--- src/rtl/simple_dual_ram_be.sv ---
// simple_dual_ram_be
//   Single-clock simple dual-port RAM with per-lane write masks, a registered
//   read port with valid pulse, optional extra output register, selectable
//   same-address collision policy and a post-reset zero-clear sweep.
//
// Ports
//   clk         rising-edge clock for all logic
//   rst         synchronous reset, active-high
//   waddr       write address ($clog2(DEPTH) bits)
//   write_data  write word (SIZE bits)
//   write_mask  per-lane write enable, lane i = bits [i*LANE +: LANE]
//   write_en    write strobe
//   raddr       read address ($clog2(DEPTH) bits)
//   read_en     read strobe
//   read_data   read result, holds its value between reads
//   read_valid  one-cycle pulse per accepted read
//   busy        high during reset and the clear sweep; user traffic ignored
module simple_dual_ram_be #(
  parameter int SIZE        = 8,
  parameter int DEPTH       = 8,
  parameter int LANE        = 8,
  parameter int OUT_REG     = 0,
  parameter int WRITE_FIRST = 0,
  parameter int CLEAR_INIT  = 1
) (
  input  logic                     clk,
  input  logic                     rst,
  input  logic [$clog2(DEPTH)-1:0] waddr,
  input  logic [SIZE-1:0]          write_data,
  input  logic [SIZE/LANE-1:0]     write_mask,
  input  logic                     write_en,
  input  logic [$clog2(DEPTH)-1:0] raddr,
  input  logic                     read_en,
  output logic [SIZE-1:0]          read_data,
  output logic                     read_valid,
  output logic                     busy
);

  localparam int AW = $clog2(DEPTH);
  localparam int NL = SIZE / LANE;

  // Full-width depth so the range check also works for non-power-of-two DEPTH.
  localparam logic [AW:0]   DEPTH_W   = (AW+1)'(DEPTH);
  localparam logic [AW-1:0] LAST_ADDR = AW'(DEPTH - 1);

  typedef enum logic {
    ST_CLEAR,
    ST_READY
  } state_e;

  state_e        state_q, state_d;
  logic [AW-1:0] clr_ptr_q, clr_ptr_d;

  // ---------------------------------------------------------------------------
  // Clear-sweep FSM
  // ---------------------------------------------------------------------------
  always_comb begin
    state_d   = state_q;
    clr_ptr_d = clr_ptr_q;
    if (state_q == ST_CLEAR) begin
      clr_ptr_d = clr_ptr_q + 1'b1;
      if (clr_ptr_q == LAST_ADDR) begin
        state_d   = ST_READY;
        clr_ptr_d = '0;
      end
    end
  end

  always_ff @(posedge clk) begin
    if (rst) begin
      state_q   <= (CLEAR_INIT != 0) ? ST_CLEAR : ST_READY;
      clr_ptr_q <= '0;
    end else begin
      state_q   <= state_d;
      clr_ptr_q <= clr_ptr_d;
    end
  end

  assign busy = rst | (state_q == ST_CLEAR);

  // ---------------------------------------------------------------------------
  // Port qualification and array write-port mux
  // ---------------------------------------------------------------------------
  logic          sweep_we;
  logic          waddr_ok;
  logic          raddr_ok;
  logic          user_we;
  logic          rd_fire;
  logic [AW-1:0] rd_idx;
  logic          mem_we;
  logic [AW-1:0] mem_addr;
  logic [SIZE-1:0] mem_wdata;
  logic [NL-1:0]   mem_wmask;

  always_comb begin
    sweep_we = (state_q == ST_CLEAR) & ~rst;
    waddr_ok = {1'b0, waddr} < DEPTH_W;
    raddr_ok = {1'b0, raddr} < DEPTH_W;
    user_we  = write_en & ~busy & waddr_ok & (|write_mask);
    rd_fire  = read_en & ~busy;
    // Out-of-range reads still clock the array at a safe index; the result
    // is forced to zero downstream.
    rd_idx   = raddr_ok ? raddr : '0;

    mem_we    = sweep_we | user_we;
    mem_addr  = sweep_we ? clr_ptr_q : waddr;
    mem_wdata = sweep_we ? '0 : write_data;
    mem_wmask = sweep_we ? '1 : write_mask;
  end

  // ---------------------------------------------------------------------------
  // Read stage 1: collision / range fix-up flags captured alongside the
  // registered array read.
  // ---------------------------------------------------------------------------
  logic            s1_valid_q,  s1_valid_d;
  logic            s1_zero_q,   s1_zero_d;
  logic            s1_bypass_q, s1_bypass_d;
  logic [SIZE-1:0] s1_wdata_q,  s1_wdata_d;
  logic [NL-1:0]   s1_wmask_q,  s1_wmask_d;
  logic [SIZE-1:0] s1_word;

  always_comb begin
    s1_valid_d  = rd_fire;
    s1_zero_d   = s1_zero_q;
    s1_bypass_d = s1_bypass_q;
    s1_wdata_d  = s1_wdata_q;
    s1_wmask_d  = s1_wmask_q;
    if (rd_fire) begin
      s1_zero_d   = ~raddr_ok;
      s1_bypass_d = (WRITE_FIRST != 0) & user_we & (waddr == raddr);
      s1_wdata_d  = write_data;
      s1_wmask_d  = write_mask;
    end
  end

  // s1_zero_q resets to 1 so read_data reads 0 after reset without putting a
  // reset on the array output register.
  always_ff @(posedge clk) begin
    if (rst) begin
      s1_valid_q  <= 1'b0;
      s1_zero_q   <= 1'b1;
      s1_bypass_q <= 1'b0;
      s1_wdata_q  <= '0;
      s1_wmask_q  <= '0;
    end else begin
      s1_valid_q  <= s1_valid_d;
      s1_zero_q   <= s1_zero_d;
      s1_bypass_q <= s1_bypass_d;
      s1_wdata_q  <= s1_wdata_d;
      s1_wmask_q  <= s1_wmask_d;
    end
  end

  // ---------------------------------------------------------------------------
  // Storage, one array per lane. Write and registered read share a clocked
  // block so each maps onto block RAM; non-blocking semantics make a same-edge
  // read see the pre-write word, and write-first is layered on via s1_bypass.
  // ---------------------------------------------------------------------------
  for (genvar l = 0; l < NL; l++) begin : g_lane
    logic [LANE-1:0] mem_lane [DEPTH];
    logic [LANE-1:0] lane_rdata_q;

    always_ff @(posedge clk) begin
      if (mem_we && mem_wmask[l]) begin
        mem_lane[mem_addr] <= mem_wdata[l*LANE +: LANE];
      end
      if (rd_fire) begin
        lane_rdata_q <= mem_lane[rd_idx];
      end
    end

    assign s1_word[l*LANE +: LANE] =
      s1_zero_q                      ? '0 :
      (s1_bypass_q && s1_wmask_q[l]) ? s1_wdata_q[l*LANE +: LANE] :
                                       lane_rdata_q;
  end

  // ---------------------------------------------------------------------------
  // Output stage
  // ---------------------------------------------------------------------------
  if (OUT_REG != 0) begin : g_out_reg
    logic [SIZE-1:0] s2_data_q,  s2_data_d;
    logic            s2_valid_q, s2_valid_d;

    always_comb begin
      s2_valid_d = s1_valid_q;
      s2_data_d  = s2_data_q;
      if (s1_valid_q) begin
        s2_data_d = s1_word;
      end
    end

    always_ff @(posedge clk) begin
      if (rst) begin
        s2_data_q  <= '0;
        s2_valid_q <= 1'b0;
      end else begin
        s2_data_q  <= s2_data_d;
        s2_valid_q <= s2_valid_d;
      end
    end

    assign read_data  = s2_data_q;
    assign read_valid = s2_valid_q;
  end else begin : g_out_direct
    // Stage-1 registers only change on an accepted read, so s1_word already
    // holds its value between reads.
    assign read_data  = s1_word;
    assign read_valid = s1_valid_q;
  end

endmodule

--- config.mk ---
export PLATFORM = sky130hd
export DESIGN_NAME = simple_dual_ram_be
export DESIGN_NICKNAME = d
export VERILOG_FILES = /design/src/rtl/simple_dual_ram_be.sv
export SDC_FILE = /design/constraint.sdc
export NUM_CORES = 1
export LEC_CHECK = 0
export ABC_AREA = 1
export BUFFER_PORTS_ARGS = -buffer_cell sky130_fd_sc_hd__buf_4
export CORE_ASPECT_RATIO = 1.25
export CORE_MARGIN = 2
export CORE_UTILIZATION = 45
export CTS_BUF_LIST = sky130_fd_sc_hd__clkbuf_8 sky130_fd_sc_hd__clkbuf_16
export DETAILED_ROUTE_END_ITERATION = 8
export MAX_ROUTING_LAYER = met4
export SLEW_MARGIN = 20
export SYNTH_ARGS = -nofsm -noshare
export SYNTH_HDL_FRONTEND = slang
export SYNTH_SLANG_ARGS = --single-unit
--- constraint.sdc ---
create_clock -name clk -period 2.2 [get_ports clk]
set_input_delay 0.22 -clock clk [delete_from_list [all_inputs] [get_ports clk]]
set_output_delay 0.22 -clock clk [all_outputs]
set_load 0.01 [all_outputs]
### After elaboration in Yosys (flattened, before gate mapping)

Memories as Yosys holds them, arrays and structs flattened. A register that Yosys moved wholly into a read port is not among the register bits.
Index checks and enable logic that the tools add are counted.

* add/subtract/negate cells: 1
* equal/unequal tests: 1
* mux-type cells: 9
* bitwise gates (word level): 9
* reductions and logical operators: 1

Operators with widths (count)
* $mux 8: 2
* $mux 3: 2
* $mux 1: 5
* $and 1x1->1: 4
* $add 3x1->3 const B: 1
* $eq 3x3->1 const B: 1
* $not 1->1: 3
* $or 1x1->1: 2
* $logic_and 1x1->1: 1

* register bits after elaboration: 6
* bits in writable memories: 64
* input port bits: 19
* logic and storage cells: 26
* memories: 1

Memory list
* g_lane[0].mem_lane: depth 8, width 8, rd ports 1, clocked after memory_dff 1, write ports 1, line 160 `logic [LANE-1:0] mem_lane [DEPTH];`

### Logic depth before layout (Yosys ltp)

* depth after elaboration: 9
* mapped depth: 8
* mapped depth without buffers: 6

### Least setup slack after synthesis

OpenSTA, ideal clock, no wires.

* path type: reg-to-reg
* start point: reg state_q
* end point: mem g_lane[0].mem_lane[0][0], enable pin
* library setup time: 370 ps
* data arrival time: 1120 ps
* data required time: 1830 ps
* setup slack: 710 ps
* stages on the path, launching flop included: 6
* path buffers: 0
* period minus slack after synthesis: 1490 ps
* path through: dfxtp_1 > nor2_2 > nand2_1 > o21ai_0 > nand2_1 > nor2_1

* cells in the longest elaborated chain, start to end: 9

Ends and longest elaborated chain
* from (decl): line 51 `state_e state_q, state_d;`
* from (signal assigned): line 71 `state_q <= (CLEAR_INIT != 0) ? ST_CLEAR : ST_READY;`
* from (signal assigned): line 74 `state_q <= state_d;`
* $not 1->1 (*): line 79, 96
* $or 1x1->1: line 79 `assign busy = rst | (state_q == ST_CLEAR);`
* $not 1->1: line 99 `user_we = write_en & ~busy & waddr_ok & (|write_mask);`
* $and 1x1->1 (2 in series): line 99
* $or 1x1->1: line 105 `mem_we = sweep_we | user_we;`
* $logic_and 1x1->1: line 164 `if (mem_we && mem_wmask[l]) begin`
* $mux 1: line 164
* $mux 1 (not written as such): line 165 `mem_lane[mem_addr] <= mem_wdata[l*LANE +: LANE];`
* to (decl): line 160

Every way passes the cells marked *; elsewhere a longest branch is shown, timed or not.

### Worst setup path after layout

* start point: reg state_q
* end point: mem g_lane[0].mem_lane[7][6], enable pin

The elaborated chain is that of the path after synthesis.

==> reports/metrics.csv <==
metric,value,unit
reg2reg start,state_q$_SDFF_PP0_,
sequential-to-total area share from yosys stat,64.1,%
CTS tree,yes,
Tmin final,1.75,ns
largest net degree at the start of global routing,34,
fill cell count,721,
post-CTS repair timing setup buffer count,0,
Core ar.,7750,µm²
Routed Antenna Nets,0,
Worst Path Required,2.19,ns
Tot Pwr,3090,µW
largest fanout on the critical path,15,
#FFs+latches synth,78,
initial antenna violation count,0,
Max Slew Vio Count,0,
DR WL/cell,13.5,µm
Post-DP HPWL,5.06,mm
Crit Path Category,register to register,
CTS Hold Bufs,0,
vias in the first global route,2303,
layout cells sized above 1,15.2,%
VDD IR max,0.431,mV
CP Data Arrival Time,1.74,ns
Worst Reg-to-Reg Cells,4,
Starting DRT DRC Count,118,
Cell variety after synth,19,
post-cts resize count,0,
routed vias,2378,
Internal,2440,µW
max frequency,573,MHz
Port Buffers,28,
Die Ht,103,µm
Rows,36,
Max Cap Violations,0,
power share of the combinational group,8.2,%
YS warnings,0,
"CTS clk-pin slew, worst paths",0.07,ns
Sw Share,21.0,%
Final period util,79.3,%
CTS Buf Count,9,
"Hold Vio Cnt, Final",0,
pre-CTS setup slack,0.469,ns
Die ar.,8640,µm²
effective utilization at floorplan,45.9,%
clk_skew,0.00906,ns
pwr dens,753,nW/µm²
Final Worst Setup Slack,0.454,ns
Congestion Overflow GR,0,
die width,83.5,µm
fin nets,438,
worst slew pin tran,0.683,ns
number of setup violations in the final report,0,
Hold Path Stages,2,
Ant. Diodes,0,
vias per cell,4.60,
Final Wtd Congestion,0.829,
GR Util All Layers,18.7,%
unrepaired setup endpoints after global routing,no,
sequential share of power,54.2,%
status,"complete, no violations",
slew margin rel.,54.3,%
r2r setup slk,0.45,ns
Clock Power Share,37.6,%
drt total wl,6.99,mm
Setup crit end kind,register,
leakage power,0.00197,µW
Root Driver,clkbuf_8,
Gate Count Post-Synth,378,
R2R Path End,g_lane[0].mem_lane[7][6]$_DFFE_PP_,
clk sink count,78,
DR pass1 iterations,4,
HP Class,input port to register,
htree depth,3,
hold_sp,rst,
worst skew pair latency,0.35,ns
io pins,29,
Min-Delay Endpoint,state_q$_SDFF_PP0_,
total negative slack,0,ns
most frequent cells in the layout,"119 x nand2_1, 89 x inv_1, 72 x edfxtp_1, 41 x buf_4, 34 x nand3_1",
first-pass GRT wire length,11.3,mm
startpoint class of the critical path,register,
syn nets,399,
NetSw,647,µW
"commonest non-fill, non-tap cell in the layout",nand2_1,
P&R area growth vs syn,15.3,%
total DRC errors in the routed layout,0,
Max clock buf depth,2,
final core occ,53.0,%
"Cell Area, Synth",3560,µm²
Avg Inst Size Synth,9.41,µm²
## cell usage after synthesis
cell type	number	area (µm²)
nand3_1	34	170
edfxtp_1	72	2160
nor2_2	1	6.26
clkbuf_1	2	7.51
inv_2	4	15.0
inv_1	88	330
buf_4	2	15.0
buf_2	3	15.0
nand2_1	119	447
nand2_4	1	11.3
o22ai_1	1	6.26
dfxtp_1	6	120
nand2_2	1	6.26
ha_1	2	25.0
nor2_1	27	101
o21ai_2	2	17.5
o21ai_0	5	25.0
buf_6	6	67.6
a21oi_1	2	10.0
## power by group through the flow
stage | Sequential, µW | Clock, µW | Combinational [µW]
final | 1680 | 1160 | 252
after global routing | 1680 | 1250 | 290
after CTS | 1680 | 1190 | 256
after detailed placement | 1710 | 0 | 255
after global placement | 1710 | 0 | 252
after floorplan | 1700 | 0 | 167
## per-layer routing
| layer | share of wire, % | global-route usage [%] |
|---|---|---|
| met3 | 3.2 | 3.41 |
| met2 | 51 | 31.6 |
| met1 | 41 | 20.2 |
| met5 | 0 | - |
| met4 | 5.0 | 13.0 |
## how the worst max path moves through the flow
stage                                          to  cells past startpoint                from  slack, ns
2_1_floorplan  g_lane[0].mem_lane[0][0]$_DFFE_PP_                      5  state_q$_SDFF_PP0_       0.71
5_1_grt        g_lane[0].mem_lane[7][5]$_DFFE_PP_                      4  state_q$_SDFF_PP0_       0.29
3_5_place_dp   g_lane[0].mem_lane[7][2]$_DFFE_PP_                      4  state_q$_SDFF_PP0_       0.47
3_3_place_gp   g_lane[0].mem_lane[7][6]$_DFFE_PP_                      6                 rst       0.52
6_report       g_lane[0].mem_lane[7][6]$_DFFE_PP_                      4  state_q$_SDFF_PP0_       0.45
4_1_cts        g_lane[0].mem_lane[7][2]$_DFFE_PP_                      4  state_q$_SDFF_PP0_       0.46
## flip-flops by register name, indices dropped and copies added, names as in the netlist
name and count:
g_lane.lane_rdata_q 8, read_valid 1, state_q 1, g_lane.mem_lane 64, s1_zero_q 1, clr_ptr_q 3
## cells by family after synthesis
family,synth area share [%]
DFF,64.1
and+or+nand+nor,20.9
buffers and inverters,12.7
adders and majority gates,0.703
AOI/OAI and AO/OA,1.65
## metrics by stage
| step | std cells | hold WS, ns | area, µm² |
|---|---|---|---|
| finish | 517 | 0.0657 | 4100 |
| global placement | 501 | 0.422 | 3880 |
| floorplan | 378 | 0.289 | 3560 |
| CTS | 517 | 0.0481 | 4100 |
| global route | 517 | 0.0606 | 4100 |
| detailed placement | 501 | 0.428 | 3880 |
## layout make-up
type	count	area [µm²]	area share [%]
Timing Repair Buffer	41	308	7.50
Tap cell	95	119	2.90
Clock inverter	5	72.6	1.77
Inverter	92	345	8.41
Multi-Input combinational cell	195	826	20.1
Sequential cell	78	2280	55.6
Clock buffer	11	151	3.69
## critical path, stage by stage, from the launching register on
cell	delay, ns
dfxtp_1	0.40
nor2_2	0.14
nand2_1	0.10
nand3_1	0.16
nor2_1	0.58
Power figures use the tool's default switching activity.
